$ cat config.mk
export PLATFORM = sky130hd
export DESIGN_NAME = posit_add_arbiter
export DESIGN_NICKNAME = d
export VERILOG_FILES = /design/src/rtl/posit_add_arbiter.sv
export SDC_FILE = /design/constraint.sdc
export NUM_CORES = 1
export LEC_CHECK = 0
export ABC_CLOCK_PERIOD_IN_PS = 2600
export BUFFER_PORTS_ARGS = -buffer_cell sky130_fd_sc_hd__buf_2
export CELL_PAD_IN_SITES_DETAIL_PLACEMENT = 0
export CELL_PAD_IN_SITES_GLOBAL_PLACEMENT = 1
export CORE_MARGIN = 2
export CORE_UTILIZATION = 32
export CTS_BUF_LIST = sky130_fd_sc_hd__clkbuf_8
export DETAILED_ROUTE_END_ITERATION = 8
export GPL_ROUTABILITY_DRIVEN = 0
export GPL_TIMING_DRIVEN = 0
export PLACE_DENSITY_LB_ADDON = 0.1
export RECOVER_POWER = 100
export SETUP_SLACK_MARGIN = 0.15
export SYNTH_ARGS = -nofsm -noshare
export SYNTH_HDL_FRONTEND = slang
export SYNTH_SLANG_ARGS = --single-unit
export TNS_END_PERCENT = 10
$ cat constraint.sdc
create_clock -name clk -period 2.6 [get_ports clk]
set_input_delay 0.52 -clock clk [delete_from_list [all_inputs] [get_ports clk]]
set_output_delay 0.52 -clock clk [all_outputs]
set_load 0.1 [all_outputs]
$ cat src/rtl/posit_add_arbiter.sv
// posit_add_arbiter: round-robin sharing of one combinational posit adder
// among NREQ valid/ready requesters, with an ID-tagged response channel.
module posit_add_arbiter #(
    parameter int unsigned N       = 8,
    parameter int unsigned NREQ    = 4,
    parameter int unsigned IDW     = 2,
    parameter int unsigned ADD_LAT = 1
) (
    input  logic              clk,
    input  logic              reset,
    input  logic [NREQ-1:0]   req_valid,
    output logic [NREQ-1:0]   req_ready,
    input  logic [NREQ*N-1:0] req_in1,
    input  logic [NREQ*N-1:0] req_in2,
    output logic [N-1:0]      add_in1,
    output logic [N-1:0]      add_in2,
    input  logic [N-1:0]      add_out,
    output logic              rsp_valid,
    input  logic              rsp_ready,
    output logic [N-1:0]      rsp_data,
    output logic [IDW-1:0]    rsp_id,
    output logic              busy
);

    localparam int unsigned CW = (ADD_LAT > 1) ? $clog2(ADD_LAT) : 1;
    localparam logic [CW-1:0] CNT_INIT = CW'(ADD_LAT - 1);

    typedef enum logic [1:0] {
        IDLE = 2'd0,
        WAIT = 2'd1,
        RESP = 2'd2
    } state_t;

    state_t            state;
    state_t            state_nx;
    logic [IDW-1:0]    rr_ptr;
    logic [IDW-1:0]    rr_ptr_nx;
    logic [CW-1:0]     cnt;
    logic [CW-1:0]     cnt_nx;
    logic [N-1:0]      op1_nx;
    logic [N-1:0]      op2_nx;
    logic [N-1:0]      data_nx;
    logic [IDW-1:0]    id_nx;
    logic              vld_nx;

    logic [2*NREQ-1:0] rot_valid;
    logic [IDW-1:0]    grant;
    logic              grant_vld;
    int unsigned       scan_idx;
    logic [N-1:0]      sel_in1;
    logic [N-1:0]      sel_in2;

    // Round-robin search: first valid lane at or above rr_ptr, wrapping modulo NREQ
    always_comb begin
        rot_valid = {req_valid, req_valid} >> rr_ptr;
        grant     = '0;
        grant_vld = 1'b0;
        scan_idx  = 0;
        for (int unsigned k = 0; k < NREQ; k++) begin
            if (!grant_vld && rot_valid[k]) begin
                grant_vld = 1'b1;
                scan_idx  = 32'(rr_ptr) + k;
                if (scan_idx >= NREQ) begin
                    scan_idx = scan_idx - NREQ;
                end
                grant = IDW'(scan_idx);
            end
        end
    end

    // Operand mux for the granted lane
    always_comb begin
        sel_in1 = '0;
        sel_in2 = '0;
        for (int unsigned k = 0; k < NREQ; k++) begin
            if (32'(grant) == k) begin
                sel_in1 = req_in1[k*N +: N];
                sel_in2 = req_in2[k*N +: N];
            end
        end
    end

    // Next-state and next-value logic; req_ready is the only combinational output
    always_comb begin
        state_nx  = state;
        rr_ptr_nx = rr_ptr;
        cnt_nx    = cnt;
        op1_nx    = add_in1;
        op2_nx    = add_in2;
        data_nx   = rsp_data;
        id_nx     = rsp_id;
        vld_nx    = rsp_valid;
        req_ready = '0;

        case (state)
            IDLE: begin
                if (grant_vld) begin
                    req_ready = NREQ'(1) << grant;
                    op1_nx    = sel_in1;
                    op2_nx    = sel_in2;
                    id_nx     = grant;
                    cnt_nx    = CNT_INIT;
                    if (32'(grant) == NREQ - 1) begin
                        rr_ptr_nx = '0;
                    end else begin
                        rr_ptr_nx = grant + IDW'(1);
                    end
                    state_nx  = WAIT;
                end
            end
            WAIT: begin
                if (cnt != '0) begin
                    cnt_nx = cnt - CW'(1);
                end else begin
                    data_nx  = add_out;
                    vld_nx   = 1'b1;
                    state_nx = RESP;
                end
            end
            RESP: begin
                if (rsp_ready) begin
                    vld_nx   = 1'b0;
                    state_nx = IDLE;
                end
            end
            default: begin
                state_nx = IDLE;
            end
        endcase
    end

    // State and datapath registers; reset discards any in-flight operation
    always_ff @(posedge clk or posedge reset) begin
        if (reset) begin
            state     <= IDLE;
            rr_ptr    <= '0;
            cnt       <= '0;
            add_in1   <= '0;
            add_in2   <= '0;
            rsp_data  <= '0;
            rsp_id    <= '0;
            rsp_valid <= 1'b0;
        end else begin
            state     <= state_nx;
            rr_ptr    <= rr_ptr_nx;
            cnt       <= cnt_nx;
            add_in1   <= op1_nx;
            add_in2   <= op2_nx;
            rsp_data  <= data_nx;
            rsp_id    <= id_nx;
            rsp_valid <= vld_nx;
        end
    end

    // Busy whenever an operation owns the adder or the response channel
    assign busy = (state != IDLE);

endmodule

==> flow_metrics.tcl, run 1 <==
set metrics [dict create \
    worst_ep_arrival_time_ns 2.10 \
    dp_hpwl_um 4585 \
    cp-end-kind "output pin" \
    ys_seq_area_share_pct 40.71 \
    coreArea_sq_um 5851 \
    diodes 0 \
    vias_per_cell 5.085 \
    violations "setup timing" \
    setup_viol 1 \
    gr-total-overflow 0 \
    cts_buffer_depth 2 \
    initial_core_util_pct 32.57 \
    h-tree-depth 2 \
    synth_cell_types 34 \
    synth_edf_count 0 \
    critical_path_peak_fanout 6 \
    cts_num_sinks 31 \
    worstMarginPinSlew_ns 1.155 \
    die-area_sq_um 6589 \
    drive_gt1_share_pct 49.56 \
    hold_viol_final 0 \
    synth-async-reset-ratio_pct 100.0 \
    wirelength_um 6155 \
    rsz0062_at_grt "true" \
    grt_pass1_wl_um 9466 \
    status "finished with violations" \
    cts-root-buf "clkbuf_8" \
    cp-start-kind "flip-flop" \
    max_cap_violations 0 \
    ioPinCount 111 \
    grt_pass1_vias 1983 \
    timing.rr.end "add_in2[1]$_DFFE_PP0P_" \
    die_y_um 81.17 \
    route.detailed.drc 0 \
    drtPass1Iterations 4 \
    crit_end "req_ready[2]" \
    maxSlewViolCount 0 \
    path_class "flip-flop to output pin" \
    r2r_slack_ns 0.29 \
    fin_cells 414 \
    clk_pin_slew_worst_paths_ns 0.07 \
    reg2regPathDepth 11 \
    antenna_found_initial 0 \
    fmax_mhz 382.3 \
    crit_start "rr_ptr[1]$_DFFE_PP0P_" \
    die_w_um 81.17 \
    fin_ws_ns -0.01598 \
    ys_warn_count 0 \
    slew_headroom_pct 22.93 \
    min_path_type "primary input to flip-flop" \
    grt_usage_pct 18.87 \
    syn_to_final_growth_pct 55.09 \
    critical_path_required_ns 2.08 \
    synth_area_per_cell_sq_um 8.946 \
    synth_nets 296 \
    synth_area_sq_um 1906 \
    clock-skew-final_ns 0.007228 \
    wire_per_inst_um 14.87 \
    drt_iter0_drc 110 \
    period_share_pct 100.6 \
    r2r-start "rr_ptr[0]$_DFFE_PP0P_" \
    ant_nets 0 \
    cts_hold_buf 0 \
    grt_start_max_net_pins 32 \
    synthCells 213 \
    synth_ff_type "dfrtp_1" \
    post-place-cells 398 \
    layout.nets 421 \
    numPortBuffers 110 \
    numCtsBuffers 5 \
    core.rowCount 28 \
    ys_ff_latch 31 \
    tritoncts "done" \
    vias 2105 \
    clock_latency_ns 0.28 \
    whs_ns 0.4427 \
    period_needed_ns 2.616 \
]
## stage by stage
stage               setup TNS, ns  util [%]  cell area [sq um]  setup WS [ns]
finish                   -0.01598     50.51               2955       -0.01598
global route             -0.07678     50.51               2955       -0.05458
CTS                       -0.1562     49.40               2890       -0.05545
detailed placement         -2.699     44.05               2577        -0.7058
global placement           -2.723     44.05               2577        -0.6955
floorplan                       0         -               1933        0.05463
## cells by family (layout without fill, tap and decap cells)
kind of cell | after synthesis | in the layout | synth area share, %
and+or+nand+nor | 53 | 53 | 16.28
adders and majority gates | 4 | 4 | 2.627
muxes | 9 | 9 | 5.515
buffers and inverters | 40 | 166 | 8.667
DFF | 31 | 31 | 40.71
AOI/OAI and AO/OA | 76 | 76 | 26.20
## registers in the layout (all words and copies together) (netlist names)
register,cells
add_in1,8
add_in2,8
rr_ptr,2
rsp_data,8
rsp_id,2
rsp_valid,1
state,2
## per-layer routing
metal / global-route usage (%) / share of wire, %
met5: 0 / 0
met3: 4.333 / 6.6
met1: 25.02 / 44
met4: 6.271 / 1.3
met2: 30.33 / 48
## worst min-delay path by stage
stage / end / cells past startpoint / startpoint / slack, ns
floorplan: state[1]$_DFFE_PP0P_ / 1 / state[1]$_DFFE_PP0P_ / 0.49
finish: rsp_valid$_DFFE_PP0P_ / 2 / rsp_ready / 0.44
global placement: rsp_data[3]$_DFFE_PP0P_ / 1 / rsp_data[3]$_DFFE_PP0P_ / 0.48
global route: rsp_valid$_DFFE_PP0P_ / 2 / rsp_ready / 0.44
CTS: rsp_valid$_DFFE_PP0P_ / 2 / rsp_ready / 0.43
detailed placement: rsp_data[5]$_DFFE_PP0P_ / 1 / rsp_data[5]$_DFFE_PP0P_ / 0.49
## cells in the mapped netlist, types with 3 or more instances
cell      count  area, sq um
and3_1        5        31.28
clkbuf_1     14        52.55
o21ai_0       5        25.02
nand2_1      18        67.56
a31oi_1      17        106.4
mux2_2        8        90.09
nand3b_1     16        120.1
inv_1        20        75.07
a21oi_1      32        160.2
dfrtp_1      31        775.7
nor2_1        3        11.26
a221o_1      16        160.2
ha_1          4        50.05
buf_2         4        20.02
## worst max-delay path, stage by stage (launching register included)
cell and delay, ns:
dfrtp_2 0.45, nand2b_4 0.16, and3_4 0.19, or2_4 0.28, ha_4 0.17, buf_8 0.12
buf_8 0.11, and3_4 0.17, buf_12 0.16
## cell usage in the layout, fill, tap and decap left out, types with 2 or more instances in the layout
cell type,instances
clkbuf_1,8
clkbuf_8,5
o21ai_0,3
nand2_1,18
dfrtp_1,29
dfrtp_2,2
and3_4,5
buf_2,108
buf_4,9
a21oi_1,32
inv_1,22
nand3b_1,16
buf_12,4
buf_6,3
a221o_1,16
a31oi_1,17
o21ai_2,2
nor2_1,2
buf_8,4
mux2_2,8
ha_4,4
## final cells by class
type                    instances  area [sq um]
fillers                       578          2895
multi-input cells             142          1101
flip-flops and latches         31         778.2
repair buffers                119         678.2
plain buffers                  18         141.4
well taps                      75         93.84
inverters                      21         81.33
clock buffers                   5         68.82
clock inverters                 3         12.51
## what timing repair did
item,4_1_cts,5_1_grt
endpoints found under the hold margin,0,0
pin swaps,5,9
buffers inserted,6,3
gates resized for setup,49,18
setup endpoints to repair,17,4
Power of run 1 is left out: the tool's default activity adds up to more than one toggle a clock period on the data nets, which glitch-free logic cannot reach.
==> inputs of run 2 (changes only) <==
--- a/config.mk
+++ b/config.mk
@@ -5,14 +5,15 @@
 export SDC_FILE = /design/constraint.sdc
 export NUM_CORES = 1
 export LEC_CHECK = 0
-export ABC_CLOCK_PERIOD_IN_PS = 2600
-export BUFFER_PORTS_ARGS = -buffer_cell sky130_fd_sc_hd__buf_2
+export ABC_CLOCK_PERIOD_IN_PS = 3100
 export CELL_PAD_IN_SITES_DETAIL_PLACEMENT = 0
 export CELL_PAD_IN_SITES_GLOBAL_PLACEMENT = 1
 export CORE_MARGIN = 2
-export CORE_UTILIZATION = 32
+export CORE_UTILIZATION = 49
 export CTS_BUF_LIST = sky130_fd_sc_hd__clkbuf_8
+export CTS_CLUSTER_SIZE = 28
 export DETAILED_ROUTE_END_ITERATION = 8
+export DONT_BUFFER_PORTS = 1
 export GPL_ROUTABILITY_DRIVEN = 0
 export GPL_TIMING_DRIVEN = 0
 export PLACE_DENSITY_LB_ADDON = 0.1
==> constraint.sdc (replaced) <==
create_clock -name clk -period 3.1 [get_ports clk]
set_input_delay 0.62 -clock clk [delete_from_list [all_inputs] [get_ports clk]]
set_output_delay 0.62 -clock clk [all_outputs]
set_load 0.1 [all_outputs]
==> flow_metrics.tcl, run 2 (synthesis gave the netlist of run 1 again) <==
set metrics [dict create \
    route.detailed.drc 0 \
    coreArea_sq_um 3689 \
    drive_gt1_share_pct 16.29 \
    cts_num_sinks 31 \
    critical_path_peak_fanout 10 \
    hold_end "rsp_valid$_DFFE_PP0P_" \
    die_y_um 66.36 \
    numCtsBuffers 5 \
    status "finished, final reports clean" \
    pre_cts_ws_ns -0.2452 \
    path_class "flip-flop to output pin" \
    mostFrequentLayoutCells "32 x a21oi_1, 30 x dfrtp_1, 22 x inv_1, 19 x nand2_1, 17 x a31oi_1" \
    period_share_pct 94.43 \
    initial_core_util_pct 51.66 \
    h-tree-depth 2 \
    clk_pin_slew_worst_paths_ns 0.06 \
    cts-root-buf "clkbuf_8" \
    wire_per_inst_um 18.94 \
    reg2regPathDepth 9 \
    cp-start-kind "flip-flop" \
    clock_latency_ns 0.28 \
    drt_iter0_drc 140 \
    drtPass1Iterations 4 \
    layout.nets 303 \
    worst_ep_arrival_time_ns 2.31 \
    critical_path_required_ns 2.48 \
    grt_pass1_vias 1799 \
    core.rowCount 22 \
    fin_util_pct 56.72 \
    min_path_cells 1 \
    min_from "rsp_ready" \
    max_cap_violations 0 \
    dp_hpwl_um 4079 \
    rsz0062_at_grt "true" \
    r2r_slack_ns 0.65 \
    numPortBuffers 0 \
    maxSlewViolCount 0 \
    reg_top3 "add_in1: 8 flops, add_in2: 8 flops, rsp_data: 8 flops" \
    antenna_found_initial 0 \
    min_path_type "primary input to flip-flop" \
    cts_buffer_depth 2 \
    fmax_mhz 341.6 \
    cp-end-kind "output pin" \
    grt_start_max_net_pins 32 \
    ant_nets 0 \
    post_cts_buffers 0 \
    ioPinCount 111 \
    die-area_sq_um 4404 \
    clock-skew-final_ns 0.003566 \
    worstMarginPinSlew_ns 1.102 \
    final_common_cell "a21oi_1" \
    hold_viol_final 0 \
    diodes 0 \
    wirelength_um 5094 \
    crit_start "rr_ptr[1]$_DFFE_PP0P_" \
    r2r-start "rr_ptr[1]$_DFFE_PP0P_" \
    slew_headroom_pct 26.42 \
    vias 1682 \
    fin_ws_ns 0.1728 \
    tritoncts "done" \
    setup_viol 0 \
    grt_usage_pct 23.45 \
    die_w_um 66.36 \
    grt_pass1_wl_um 7817 \
    timing.rr.end "add_in1[6]$_DFFE_PP0P_" \
    syn_to_final_growth_pct 9.783 \
    period_needed_ns 2.927 \
    vias_per_cell 6.253 \
    gr-total-overflow 0 \
]
run 2: how the worst max path moves through the flow:
stage	end	slack, ns	cells after the start
global placement	req_ready[2]	-0.24	7
floorplan	req_ready[1]	0.08	6
finish	req_ready[3]	0.17	7
detailed placement	req_ready[2]	-0.25	7
global route	req_ready[3]	0.05	7
CTS	req_ready[3]	0.04	7
run 2: area by class of cell:
| class | count | area [sq um] |
|---|---|---|
| plain buffers | 19 | 95.09 |
| clock buffers | 5 | 68.82 |
| clock inverters | 3 | 12.51 |
| fillers | 353 | 1597 |
| inverters | 21 | 81.33 |
| multi-input cells | 142 | 997.2 |
| flip-flops and latches | 31 | 777.0 |
| well taps | 48 | 60.06 |
run 2: per-layer routing:
metal	track usage (%)	vias to the layer above	part of all wire, %
met5	0	-	0
met4	6.122	0	0.84
met3	8.177	4	9.3
met2	43.63	86	51
met1	24.86	803	39
li1	-	789	-
run 2: through the flow:
stage               TNS (ns)  std cells  hold slack, ns  area [sq um]
global placement     -0.6722        261          0.5133          1969
global route               0        269          0.4539          2092
finish                     0        269          0.4474          2092
CTS                        0        269          0.4400          2079
detailed placement   -0.7059        261          0.5259          1969
floorplan                  0        213          0.4922          1909
run 2: worst max-delay path, cell delays in order, from the launching register on:
cell	delay, ns
dfrtp_2	0.45
nand2b_1	0.18
and3_1	0.22
nor2_1	0.18
ha_1	0.17
clkbuf_2	0.18
clkbuf_2	0.24
and3_4	0.42
run 2: repair_timing:
action                                  in CTS  in global routing
pin swaps                                    4                  2
gates resized for setup                     11                 18
hold buffers                                 0                  0
endpoints found under the setup margin       4                  4
hold endpoints to repair                     0                  0
Power of run 2 is left out for the same reason.
==> inputs of run 3 (changes only) <==
--- a/config.mk
+++ b/config.mk
@@ -16,8 +16,10 @@
 export DONT_BUFFER_PORTS = 1
 export GPL_ROUTABILITY_DRIVEN = 0
 export GPL_TIMING_DRIVEN = 0
+export MAX_ROUTING_LAYER = met4
 export PLACE_DENSITY_LB_ADDON = 0.1
 export RECOVER_POWER = 100
+export REMOVE_ABC_BUFFERS = 1
 export SETUP_SLACK_MARGIN = 0.15
 export SYNTH_ARGS = -nofsm -noshare
 export SYNTH_HDL_FRONTEND = slang
==> flow_metrics.tcl, run 3 (synthesis gave the netlist of run 1 again) <==
set metrics [dict create \
    cts-root-buf "clkbuf_8" \
    grt_pass1_wl_um 7293 \
    clk_pin_slew_worst_paths_ns 0.06 \
    crit_end "req_ready[3]" \
    clock_latency_ns 0.27 \
    reg2regPathDepth 4 \
    rsz0062_at_grt "true" \
    fin_util_pct 55.73 \
    route.detailed.drc 0 \
    path_class "flip-flop to output pin" \
    maxSlewViolCount 0 \
    reg_top3 "add_in1: 8 flops, add_in2: 8 flops, rsp_data: 8 flops" \
    vias_per_cell 6.312 \
    cp-end-kind "output pin" \
    wire_per_inst_um 17.60 \
    slew_headroom_pct 23.28 \
    crit_start "rr_ptr[1]$_DFFE_PP0P_" \
    seqCellArea_sq_um 775.7 \
    diodes 0 \
    fmax_mhz 336.1 \
    die-area_sq_um 4404 \
    layout.nets 284 \
    setup_viol 0 \
    dp_hpwl_um 3057 \
    gr-total-overflow 0 \
    die_w_um 66.36 \
    mostFrequentLayoutCells "32 x a21oi_1, 31 x dfrtp_1, 21 x inv_1, 19 x nand2_1, 17 x a31oi_1" \
    critical_path_peak_fanout 33 \
    post_cts_buffers 0 \
    n_fill_cell 349 \
    hold_viol_final 0 \
    syn_to_final_growth_pct 7.879 \
    ioPinCount 111 \
    drtPass1Iterations 4 \
    drive_gt1_share_pct 14.85 \
    cts_buffer_depth 2 \
    numPortBuffers 0 \
    cp_top_family "simple AND/OR/NAND/NOR gates" \
    numCtsBuffers 5 \
    vias 1578 \
    worst_ep_arrival_time_ns 2.35 \
    ant_nets 0 \
    r2r_slack_ns 0.61 \
    timing.rr.end "rsp_id[1]$_DFFE_PP0P_" \
    cts_hold_buf 0 \
    period_needed_ns 2.975 \
    cts_num_sinks 31 \
    h-tree-depth 2 \
    grt_pass1_vias 1673 \
    wirelength_um 4399 \
    min_path_type "primary input to flip-flop" \
    critical_path_required_ns 2.48 \
    period_share_pct 95.96 \
    initial_core_util_pct 51.66 \
    status "finished, final reports clean" \
    tritoncts "done" \
    final_common_cell "a21oi_1" \
    coreArea_sq_um 3689 \
    path_cells "nand2b_1 > o21ai_0 > nor3_2 > ha_4 > and3_4" \
    antenna_found_initial 0 \
    worst-path-stages 5 \
    slowest_delay_ns 0.46 \
    cp_num_buf_inv 0 \
    cp-start-kind "flip-flop" \
    max_cap_violations 0 \
    die_y_um 66.36 \
    worstMarginPinSlew_ns 1.150 \
    grt_usage_pct 21.92 \
    clock-skew-final_ns 0.006695 \
    grt_start_max_net_pins 34 \
    core.rowCount 22 \
    multiInputGateArea_sq_um 1040 \
    r2r-start "state[1]$_DFFE_PP0P_" \
    drt_iter0_drc 142 \
    slowest_stage "and3_4" \
]
## run 3: changes by cell type in the layout (fill, tap and decap cells not counted), sizes merged
| cell | before | now |
|---|---|---|
| clkinvlp | 0 | 1 |
| clkbuf | 19 | 7 |
| clkinv | 1 | 0 |
| inv | 23 | 21 |
| buf | 5 | 0 |
## run 3: layout make-up
class / instances / area share (%)
multi-input cells: 142 / 50.58
flip-flops and latches: 31 / 37.74
clock buffers: 7 / 4.687
inverters: 21 / 3.895
well taps: 48 / 2.921
clock inverters: 1 / 0.1826
## run 3: layer usage
| layer | up-vias | track usage [%] | share of wire [%] |
|---|---|---|---|
| met4 | 0 | 7.908 | 0.61 |
| met3 | 2 | 5.451 | 8.0 |
| li1 | 753 | - | - |
| met1 | 743 | 23.72 | 40 |
| met2 | 80 | 38.75 | 51 |
| met5 | - | - | 0 |
## run 3: worst min-delay path by stage
stage / to / depth (start not counted) / from / slack [ns]
floorplan: state[1]$_DFFE_PP0P_ / 1 / state[1]$_DFFE_PP0P_ / 0.49
global placement: rsp_valid$_DFFE_PP0P_ / 1 / state[1]$_DFFE_PP0P_ / 0.51
detailed placement: rsp_valid$_DFFE_PP0P_ / 1 / state[1]$_DFFE_PP0P_ / 0.54
CTS: rsp_valid$_DFFE_PP0P_ / 1 / rsp_ready / 0.44
global route: rsp_valid$_DFFE_PP0P_ / 1 / rsp_ready / 0.44
finish: rsp_valid$_DFFE_PP0P_ / 1 / rsp_ready / 0.45
## run 3: timing repair
action                                 4_1_cts  5_1_grt
resized for setup                           15        3
pin swaps                                    1        0
setup endpoints to repair                    4        4
endpoints found under the hold margin        0        0
## run 3: per-stage QoR
step	TNS [ns]	setup WS [ns]	std cells	area (sq um)	hold slack (ns)
floorplan	-0.6369	-0.3449	194	1822	0.4922
global placement	-1.909	-0.6793	242	1882	0.5107
detailed placement	-2.120	-0.7095	242	1884	0.5396
CTS	0	0.02100	250	2041	0.4379
global route	0	0.01125	250	2056	0.4355
finish	0	0.1251	250	2056	0.4473
Power of run 3 is left out for the same reason.
